<file path="config.mk">
export PLATFORM = sky130hd
export DESIGN_NAME = oled_i2c_tx_flat
export DESIGN_NICKNAME = d
export VERILOG_FILES = /design/src/rtl/oled_i2c_tx_if.sv /design/src/rtl/oled_i2c_tx.sv /design/src/flat_wrapper.sv
export SDC_FILE = /design/constraint.sdc
export NUM_CORES = 1
export LEC_CHECK = 0
export BUFFER_PORTS_ARGS = -buffer_cell sky130_fd_sc_hd__buf_2
export CAP_MARGIN = 20
export CORE_ASPECT_RATIO = 1.25
export CORE_MARGIN = 2
export CORE_UTILIZATION = 45
export CTS_BUF_LIST = sky130_fd_sc_hd__clkbuf_4
export CTS_CLUSTER_DIAMETER = 120
export CTS_CLUSTER_SIZE = 30
export DETAILED_ROUTE_END_ITERATION = 7
export GPL_TIMING_DRIVEN = 0
export PLACE_DENSITY = 0.67
export RECOVER_POWER = 50
export SYNTH_ARGS = -nofsm -noshare
export SYNTH_HDL_FRONTEND = slang
export SYNTH_SLANG_ARGS = --single-unit
</file>
<file path="constraint.sdc">
create_clock -name clk_pll -period 3.9 [get_ports clk_pll]
set_input_delay 0.78 -clock clk_pll [delete_from_list [all_inputs] [get_ports clk_pll]]
set_output_delay 0.78 -clock clk_pll [all_outputs]
set_load 0.005 [all_outputs]
</file>
<file path="src/rtl/oled_i2c_tx_if.sv">
// CPU-port and I2C pad bundle for the SSD1306 write engine.
// master: the engine itself; slave: the CPU/pad environment around it.
interface oled_i2c_tx_if;
    logic [15:0] p_word;
    logic [15:0] status;
    logic        scl;
    logic        sda_o;
    logic        sda_oe;
    logic        sda_i;
    logic        oled_res;

    modport master (
        input  p_word,
        input  sda_i,
        output status,
        output scl,
        output sda_o,
        output sda_oe,
        output oled_res
    );

    modport slave (
        output p_word,
        output sda_i,
        input  status,
        input  scl,
        input  sda_o,
        input  sda_oe,
        input  oled_res
    );
endinterface

</file>
<file path="src/rtl/oled_i2c_tx.sv">
// Hardware I2C write engine for the SSD1306 OLED: one START / address /
// control / data / STOP transaction per toggle of p_word[15].
module oled_i2c_tx #(
    parameter int unsigned CLK_DIV  = 25,
    parameter logic [6:0]  DEV_ADDR = 7'h3C
) (
    input  logic          clk_pll,
    input  logic          rst,
    oled_i2c_tx_if.master bus
);

    localparam int unsigned   QW     = (CLK_DIV > 1) ? $clog2(CLK_DIV) : 1;
    localparam logic [QW-1:0] Q_LAST = QW'(CLK_DIV - 1);

    typedef enum logic [1:0] {
        S_IDLE,
        S_START,
        S_BYTE,
        S_STOP
    } state_t;

    state_t        state, state_n;
    logic [QW-1:0] qcnt, qcnt_n;
    // step: phase index inside START/STOP, quarter index inside a bit
    logic [1:0]    step, step_n;
    logic [2:0]    bit_cnt, bit_cnt_n;
    logic          ack_bit, ack_bit_n;
    logic [1:0]    byte_idx, byte_idx_n;
    logic [7:0]    data, data_n;
    logic          dc, dc_n;
    logic          req_seen, req_seen_n;
    logic          busy, busy_n;
    logic          nack, nack_n;
    logic          done_tgl, done_tgl_n;
    logic          scl_q, scl_n;
    logic          oe_q, oe_n;
    logic [1:0]    sda_sync;
    logic          oled_res_q;
    logic          tick;
    logic          unused_bits;

    assign tick        = (qcnt == Q_LAST);
    assign unused_bits = ^bus.p_word[14:10];

    // Bus levels for a given phase; registered so the pads never glitch.
    function automatic logic [1:0] bus_drive(
        input state_t     st,
        input logic [1:0] stp,
        input logic [2:0] bc,
        input logic       ak,
        input logic [1:0] bi,
        input logic [7:0] d,
        input logic       c
    );
        logic [7:0] b;
        logic       scl_v;
        logic       oe_v;
        case (bi)
            2'd0:    b = {DEV_ADDR, 1'b0};
            2'd1:    b = c ? 8'h40 : 8'h00;
            default: b = d;
        endcase
        scl_v = 1'b1;
        oe_v  = 1'b0;
        case (st)
            S_START: begin
                scl_v = (stp == 2'd0);
                oe_v  = 1'b1;
            end
            S_BYTE: begin
                scl_v = stp[1];
                oe_v  = ~ak & ~b[bc];
            end
            S_STOP: begin
                scl_v = (stp != 2'd0);
                oe_v  = (stp != 2'd2);
            end
            default: ;
        endcase
        return {scl_v, oe_v};
    endfunction

    // Next-state, counter and bus-level computation.
    always_comb begin
        state_n    = state;
        qcnt_n     = qcnt;
        step_n     = step;
        bit_cnt_n  = bit_cnt;
        ack_bit_n  = ack_bit;
        byte_idx_n = byte_idx;
        data_n     = data;
        dc_n       = dc;
        req_seen_n = req_seen;
        busy_n     = busy;
        nack_n     = nack;
        done_tgl_n = done_tgl;

        if (state == S_IDLE) begin
            qcnt_n = '0;
        end else begin
            qcnt_n = tick ? '0 : qcnt + QW'(1);
        end

        case (state)
            S_IDLE: begin
                if (bus.p_word[15] != req_seen) begin
                    req_seen_n = bus.p_word[15];
                    data_n     = bus.p_word[7:0];
                    dc_n       = bus.p_word[8];
                    busy_n     = 1'b1;
                    nack_n     = 1'b0;
                    step_n     = '0;
                    state_n    = S_START;
                end
            end
            S_START: begin
                if (tick) begin
                    if (step == 2'd0) begin
                        step_n = 2'd1;
                    end else begin
                        step_n     = '0;
                        bit_cnt_n  = 3'd7;
                        ack_bit_n  = 1'b0;
                        byte_idx_n = '0;
                        state_n    = S_BYTE;
                    end
                end
            end
            S_BYTE: begin
                if (tick) begin
                    if (step != 2'd3) begin
                        step_n = step + 2'd1;
                    end else begin
                        step_n = '0;
                        if (!ack_bit) begin
                            if (bit_cnt == 3'd0) begin
                                ack_bit_n = 1'b1;
                            end else begin
                                bit_cnt_n = bit_cnt - 3'd1;
                            end
                        end else begin
                            // End of ACK q3: sync output is the slave's answer.
                            ack_bit_n = 1'b0;
                            bit_cnt_n = 3'd7;
                            if (sda_sync[1]) begin
                                nack_n  = 1'b1;
                                state_n = S_STOP;
                            end else if (byte_idx == 2'd2) begin
                                state_n = S_STOP;
                            end else begin
                                byte_idx_n = byte_idx + 2'd1;
                            end
                        end
                    end
                end
            end
            S_STOP: begin
                if (tick) begin
                    if (step != 2'd2) begin
                        step_n = step + 2'd1;
                    end else begin
                        step_n     = '0;
                        busy_n     = 1'b0;
                        done_tgl_n = ~done_tgl;
                        state_n    = S_IDLE;
                    end
                end
            end
            default: state_n = S_IDLE;
        endcase

        {scl_n, oe_n} = bus_drive(state_n, step_n, bit_cnt_n, ack_bit_n,
                                  byte_idx_n, data_n, dc_n);
    end

    // State, counters, status and pad registers.
    always_ff @(posedge clk_pll or negedge rst) begin
        if (!rst) begin
            state      <= S_IDLE;
            qcnt       <= '0;
            step       <= '0;
            bit_cnt    <= 3'd7;
            ack_bit    <= 1'b0;
            byte_idx   <= '0;
            data       <= '0;
            dc         <= 1'b0;
            req_seen   <= 1'b0;
            busy       <= 1'b0;
            nack       <= 1'b0;
            done_tgl   <= 1'b0;
            scl_q      <= 1'b1;
            oe_q       <= 1'b0;
        end else begin
            state      <= state_n;
            qcnt       <= qcnt_n;
            step       <= step_n;
            bit_cnt    <= bit_cnt_n;
            ack_bit    <= ack_bit_n;
            byte_idx   <= byte_idx_n;
            data       <= data_n;
            dc         <= dc_n;
            req_seen   <= req_seen_n;
            busy       <= busy_n;
            nack       <= nack_n;
            done_tgl   <= done_tgl_n;
            scl_q      <= scl_n;
            oe_q       <= oe_n;
        end
    end

    // Two-flop synchroniser for the SDA pad; idles at the pulled-up level.
    always_ff @(posedge clk_pll or negedge rst) begin
        if (!rst) begin
            sda_sync <= '1;
        end else begin
            sda_sync <= {sda_sync[0], bus.sda_i};
        end
    end

    // OLED reset level follows the CPU port every cycle.
    always_ff @(posedge clk_pll or negedge rst) begin
        if (!rst) begin
            oled_res_q <= 1'b0;
        end else begin
            oled_res_q <= bus.p_word[9];
        end
    end

    assign bus.scl      = scl_q;
    assign bus.sda_oe   = oe_q;
    assign bus.sda_o    = 1'b0;
    assign bus.oled_res = oled_res_q;
    assign bus.status   = {13'd0, done_tgl, nack, busy};

endmodule
</file>
<file path="src/flat_wrapper.sv">
// flat-port wrapper written by rule: the top's interface ports become plain ports
module oled_i2c_tx_flat 
#(
    parameter int unsigned CLK_DIV  = 25,
    parameter logic [6:0]  DEV_ADDR = 7'h3C
)
  (clk_pll, rst, bus_p_word, bus_sda_i, bus_status, bus_scl, bus_sda_o, bus_sda_oe, bus_oled_res);
  oled_i2c_tx_if bus_i ();
  input  logic clk_pll;
  input  logic rst;
  input wire logic [$bits(bus_i.p_word)-1:0] bus_p_word;
  input wire logic [$bits(bus_i.sda_i)-1:0] bus_sda_i;
  output wire logic [$bits(bus_i.status)-1:0] bus_status;
  output wire logic [$bits(bus_i.scl)-1:0] bus_scl;
  output wire logic [$bits(bus_i.sda_o)-1:0] bus_sda_o;
  output wire logic [$bits(bus_i.sda_oe)-1:0] bus_sda_oe;
  output wire logic [$bits(bus_i.oled_res)-1:0] bus_oled_res;
  assign bus_i.p_word = bus_p_word;
  assign bus_i.sda_i = bus_sda_i;
  assign bus_status = bus_i.status;
  assign bus_scl = bus_i.scl;
  assign bus_sda_o = bus_i.sda_o;
  assign bus_sda_oe = bus_i.sda_oe;
  assign bus_oled_res = bus_i.oled_res;
  oled_i2c_tx #(.CLK_DIV(CLK_DIV), .DEV_ADDR(DEV_ADDR)) u_core (.clk_pll(clk_pll), .rst(rst), .bus(bus_i));
endmodule
</file>
==> metrics.yaml, run 1 <==
drt:
  drtAntennaViolNets: 0
  drt-total-wl_um: 3960
  drt_pass1_iterations: 4
  viasPerCell: 5.04
  vias: 1556
  dr.first_iter.drc_count: 34
  wl_per_cell_um: 12.8
  remaining_drc_errors: 0
finish:
  n_fill_cell: 447
  syn_to_final_growth_pct: 13.9
  finalNetCount: 281
  seq_area_um2: 833
  multiInputGateArea_mm2: 0.00112
  layout_common_cells: "dfrtp_1 (27), buf_2 (21), buf_4 (18)"
  final_core_util: 0.521
  drive_gt1_frac: 0.305
  diodes: 0
  final_area_mm2: 0.00243
  final_common_cell: "dfrtp_1"
yosys:
  seq_area_frac_synth: 0.391
  synth_area_per_cell_um2: 10.2
  synth-edff-count: 0
  synth_area_mm2: 0.00213
  yosysWarningCount: 0
  synth_cell_types: 56
  ys_ff_latch: 33
  synth_cells: 209
  async_flop_share: 1.00
  synthFlopType: "dfrtp_1"
  synth_top_area_share: 0.317
  synth_area_leaders: "dfrtp_1 (32%), ha_1 (8.2%), dfstp_2 (7.4%)"
  synth_area_leader_cell: "dfrtp_1"
clock_tree:
  post-cts-setup-buffers: 0
  post_cts_resized: 0
  postCtsHoldBufs: 0
  cts_sinks: 33
  tritoncts: "done"
  cts_buffer_depth: 2
  numCtsBuffers: 5
  worstSkewPairLatency_ns: 0.33
  clk_pin_slew_ns: 0.09
  root_buffer: "clkbuf_4"
  htree_levels: 2
die:
  core_area_mm2: 0.00466
  initial_core_util: 0.458
  rows: 28
  ioPinCount: 39
  dieWidth_um: 65.6
  die_area_mm2: 0.00531
  die_h_um: 81.0
setup_path:
  cp_slowest_cell: "o32ai_2"
  r2r-start: "u_core.state[0]"
  r2r_end: "u_core.bus.sda_oe"
  cp-end-kind: "register"
  ff2ff_setup_slack_ns: 1.0
  cp_top_family: "compound AO/OA/AOI/OAI gates"
  path_max_fanout: 7
  crit_chain: "inv_1 -> ha_1 -> and2_1 -> o311ai_1 -> o32ai_2 -> mux2i_1 -> o211ai_1 -> a211o_1 -> a221oi_2"
  crit_path_start_kind: "register"
  required_ns: 4.14
  critPathArrivalTime_ns: 3.14
  crit_type: "reg2reg"
  path_buf_inv: 1
  reg2reg_depth: 9
  slowest_delay_ns: 0.55
sta:
  finalCritPeriodShare: 0.744
  slew_violations: 34
  finalSetupTns_ns: 0
  tightest_slew_ns: 1.72
  finalSetupViolCount: 0
  hold_viol: 0
  holdWs_ns: 0.361
  max_freq_mhz: 344
  clock_skew_ns: 0.00968
  grt_setup_unrepaired: "no"
  slew_headroom: -0.148
  fin_crit_ns: 2.90
placed_design:
  gp_congestion: 0.840
  dp_hpwl_um: 3040
  dpl_cell_area_mm2: 0.00235
  port_buffers: 19
global_route:
  grt_pass1_wl_um: 6670
  grt_pass1_vias: 1466
  grt_overflow_total: 0
  grt_max_degree: 34
  grt.total_usage: 0.163
  antenna_found_initial: 0
flow_run:
  max_cap_violations: 1
run_status:
  status: "finished with violations"
  violations: "capacitance limit, slew limit"
min_path:
  hold_path_class: "reg2reg"
  hp-start: "u_core.sda_sync[0]"
  hold_depth: 0
  min_to: "u_core.sda_sync[1]"
power:
  power_uw: 625
  ir_drop_v: 0.000182
  powerDensity_mw_per_mm2: 257
  static-leakage-power_uw: 0.00122
-- per-stage QoR --
stage / setup slack [ns] / cells
after floorplan: 1.50 / 222
after global placement: 0.986 / 301
after detailed placement: 1.02 / 301
after CTS: 0.975 / 309
after global routing: 0.777 / 309
final: 0.997 / 309
-- cells in the mapped netlist, drive strengths merged (2+ instances only) --
cell type   n
nor3b       2
o21ai       8
ha         14
nor2        5
a22oi       2
a311oi      3
a21oi       9
nor4        3
o311a       2
a22o        4
nand2b      4
and2        5
o211ai      2
nor3        8
a211o       2
or2         4
nand3       6
nor2b       5
clkbuf      2
dfrtp      27
o32ai       2
mux2i       4
o21a        3
nand2       9
mux2       10
inv        16
buf        22
dfstp       6
xnor2       3
-- power breakdown --
| group | switching [µW] | total, µW | internal [µW] |
|---|---|---|---|
| clock network | 112 | 252 | 140 |
| logic | 13.2 | 27.2 | 14.0 |
| registers | 1.20 | 346 | 345 |
-- sequential cells by signal, indices dropped and copies added, names as in the netlist --
register / cells
u_core.data: 8
u_core.qcnt: 5
u_core.bit_cnt: 3
u_core.byte_idx: 2
u_core.sda_sync: 2
u_core.state: 2
u_core.step: 2
u_core.ack_bit: 1
u_core.bus.oled_res: 1
u_core.bus.scl: 1
u_core.bus.sda_oe: 1
u_core.busy: 1
u_core.dc: 1
u_core.done_tgl: 1
u_core.nack: 1
u_core.req_seen: 1
-- layer usage --
metal	routed length, µm	track usage
met5	0	0
met3	151	0.0249
met2	1840	0.258
met4	124	0.0958
met1	1840	0.211
-- layout make-up --
cell class | instances | area share
Inverter | 16 | 0.0247
Multi-Input combinational cell | 149 | 0.461
Clock buffer | 6 | 0.0185
Buffer | 24 | 0.0696
Sequential cell | 33 | 0.343
Tap cell | 60 | 0.0309
Clock inverter | 2 | 0.0139
Timing Repair Buffer | 19 | 0.0386
-- worst max path at each step --
| stage | startpoint | end | slack (ns) | cells after the start |
|---|---|---|---|---|
| after floorplan | u_core.state[0] | u_core.bus.sda_oe | 1.50 | 9 |
| after global placement | u_core.state[0] | u_core.bus.sda_oe | 0.99 | 9 |
| after detailed placement | u_core.state[0] | u_core.bus.sda_oe | 1.02 | 9 |
| after CTS | u_core.state[0] | u_core.bus.sda_oe | 0.98 | 9 |
| after global routing | u_core.state[0] | u_core.bus.sda_oe | 0.78 | 9 |
| final | u_core.state[0] | u_core.bus.sda_oe | 1.0 | 9 |
-- kinds of logic (layout without fill, tap and decap cells) --
| kind of cell | after synthesis | after routing | synth area share |
|---|---|---|---|
| xor+xnor | 4 | 4 | 0.0164 |
| flops | 33 | 33 | 0.391 |
| simple gates | 54 | 54 | 0.149 |
| fa+ha+maj | 14 | 14 | 0.0822 |
| other cells | 1 | 14 | 0.00176 |
| compound gates | 49 | 49 | 0.181 |
| buf+inv | 40 | 67 | 0.107 |
| mux | 14 | 14 | 0.0716 |
No activity file was read; power rests on OpenSTA's default activity.
==> run 2, diff against run 1 <==
- clock period: 3.9 -> 2.7 ns (I/O delays scaled with it)
==> run 2 against run 1 <==
Compared with the run above: the flow still finishes with violations (capacitance limit, slew limit); sequential share of layout area down 1.0 points; final cell count up 1.6%; sequential power is 45% higher; largest cell class unchanged.
==> metrics.yaml, run 2 (synthesis gave the netlist of run 1 again) <==
global_route:
  grt_pass1_wl_um: 6830  # was 6670 µm
  grt.total_usage: 0.167  # was 0.163
  antenna_found_initial: 0  # unchanged
  grt_overflow_total: 0  # unchanged
  grt_pass1_vias: 1495  # was 1,466
  grt_max_degree: 34  # unchanged
clock_tree:
  cts_sinks: 33  # unchanged
  clk_pin_slew_ns: 0.09  # about the same
  root_buffer: "clkbuf_4"  # unchanged
  numCtsBuffers: 5  # unchanged
  tritoncts: "done"  # unchanged
  htree_levels: 2  # unchanged
  postCtsHoldBufs: 0  # unchanged
  cts_buffer_depth: 2  # unchanged
  worstSkewPairLatency_ns: 0.34  # was 0.33 ns
drt:
  drt-total-wl_um: 4190  # was 3960 µm
  remaining_drc_errors: 0  # unchanged
  drt_pass1_iterations: 4  # unchanged
  viasPerCell: 5.13  # was 5.04
  dr.first_iter.drc_count: 34  # unchanged
  wl_per_cell_um: 13.3  # was 12.8 µm
  vias: 1611  # was 1,556
  drtAntennaViolNets: 0  # unchanged
setup_path:
  worst-path-stages: 9  # unchanged
  r2r-start: "u_core.bit_cnt[0]"  # was u_core.state[0]
  crit_path_start_kind: "register"  # unchanged
  path_max_fanout: 5  # was 7
  required_ns: 2.94  # was 4.14 ns
  path_buf_inv: 1  # unchanged
  cp_top_family: "compound AO/OA/AOI/OAI gates"  # unchanged
  r2r_end: "u_core.bus.sda_oe"  # unchanged
  crit_type: "reg2reg"  # unchanged
  critPathArrivalTime_ns: 2.76  # was 3.14 ns
  cp-end-kind: "register"  # unchanged
  cp_slowest_cell: "dfstp_2"  # was o32ai_2
  ff2ff_setup_slack_ns: 0.18  # was 1.0 ns
  crit_chain: "inv_2 -> ha_1 -> nor2b_1 -> nor4_4 -> o32ai_4 -> mux2i_2 -> o211ai_1 -> a211o_1 -> a221oi_2"  # was inv_1 -> ha_1 -> and2_1 -> o311ai_1 -> o32ai_2 -> mux2i_1 -> o211ai_1 -> a211o_1 -> a221oi_2
  crit_start: "u_core.bit_cnt[0]"  # was u_core.state[0]
  reg2reg_depth: 9  # unchanged
  cp-endpoint: "u_core.bus.sda_oe"  # unchanged
  slowest_delay_ns: 0.41  # was 0.55 ns
finish:
  final_common_cell: "dfrtp_1"  # unchanged
  diodes: 0  # unchanged
  largest_reg_flops: 8  # unchanged
  reg_top3: "u_core.data x8, u_core.qcnt x5, u_core.bit_cnt x3"  # unchanged
  layout_common_cells: "dfrtp_1 (27), buf_4 (23), buf_2 (21)"  # was dfrtp_1 (27), buf_2 (21), buf_4 (18)
  drive_gt1_frac: 0.343  # was 0.305
  syn_to_final_growth_pct: 17.5  # was 13.9%
  final_core_util: 0.538  # was 0.521
  largest_register: "u_core.data"  # unchanged
  finalNetCount: 286  # was 281
die:
  dieWidth_um: 65.6  # unchanged
  ioPinCount: 39  # unchanged
  core_area_mm2: 0.00466  # unchanged
  initial_core_util: 0.458  # unchanged
  die_area_mm2: 0.00531  # unchanged
  die_h_um: 81.0  # unchanged
  rows: 28  # unchanged
flow_run:
  max_cap_violations: 1  # unchanged
min_path:
  hold_path_class: "in2reg"  # was reg2reg
power:
  static-leakage-power_uw: 0.00125  # was 0.00122 µW
  powerDensity_mw_per_mm2: 361  # was 257 mW/mm²
  ir_drop_v: 0.000263  # was 0.000182 V
run_status:
  violations: "capacitance limit, slew limit"  # unchanged
  status: "finished with violations"  # unchanged
sta:
  clock_skew_ns: 0.00952  # was 0.00968 ns
  fin_crit_ns: 2.52  # was 2.90 ns
  finalSetupTns_ns: 0  # unchanged
  max_freq_mhz: 397  # was 344 MHz
  finalSetupViolCount: 0  # unchanged
  slew_headroom: -0.149  # was -0.148
  finalCritPeriodShare: 0.934  # was 0.744
  hold_viol: 0  # unchanged
  tightest_slew_ns: 1.72  # about the same
  slew_violations: 34  # unchanged
placed_design:
  gp_congestion: 0.840  # unchanged
  dp_hpwl_um: 3040  # unchanged
  port_buffers: 19  # unchanged
## run 2: area by class of cell
cell class              instances  area (µm²)
repair buffers                 24         131
flip-flops and latches         33         833
clock buffers                   6        45.0
fillers                       437        2150
multi-input cells             149        1160
inverters                      16        60.1
plain buffers                  24         170
clock inverters                 2        33.8
well taps                      60        75.1
## run 2: power breakdown
part	leakage [µW]	internal (µW)	total (µW)	switching (µW)
logic	0.000789	20.2	39.3	19.1
clock network	0.0000433	203	365	163
registers	0.000415	498	500	1.75
total	0.00125	721	904	184
## run 2: how the worst min path moves through the flow
stage                                  start                   to  slack, ns  depth (start not counted)
final                              bus_sda_i   u_core.sda_sync[0]       0.29                          1
after floorplan                          rst       u_core.ack_bit       0.24                          0
after global placement    u_core.sda_sync[0]   u_core.sda_sync[1]       0.35                          0
after CTS                                rst  u_core.bus.oled_res       0.26                          1
after detailed placement  u_core.sda_sync[0]   u_core.sda_sync[1]       0.35                          0
after global routing               bus_sda_i   u_core.sda_sync[0]       0.27                          1
## run 2: worst register-to-register path, delay by kind of cell (launching register included)
family	cells	cell delay, ns
fa+ha+maj	1	0.18
compound gates	4	1.01
simple gates	2	0.45
flops	1	0.41
mux	1	0.29
buf+inv	1	0.10
## run 2: routing by layer
metal	track usage	vias up	wire, µm
met5	0	-	0
met4	0.0958	0	138
met3	0.0249	13	173
met2	0.269	44	1970
met1	0.215	745	1900
li1	-	809	-
## run 2: per-stage QoR
step | power [µW] | cells | instance area, µm² | hold slack [ns] | worst slack, ns
3_3_place_gp | 549 | 301 | 2350 | 0.349 | -0.214
4_1_cts | 913 | 311 | 2460 | 0.262 | 0.0312
3_5_place_dp | 549 | 301 | 2350 | 0.349 | -0.184
6_report | 904 | 314 | 2500 | 0.295 | 0.179
2_1_floorplan | 529 | 222 | 2180 | 0.244 | 0.297
5_1_grt | 938 | 314 | 2500 | 0.274 | -0.0281
## run 2: what timing repair did
item / in CTS / in global routing
buffers inserted: 2 / 3
endpoints found under the setup margin: 1 / 1
resized for setup: 2 / 7
pin swaps: 1 / 3
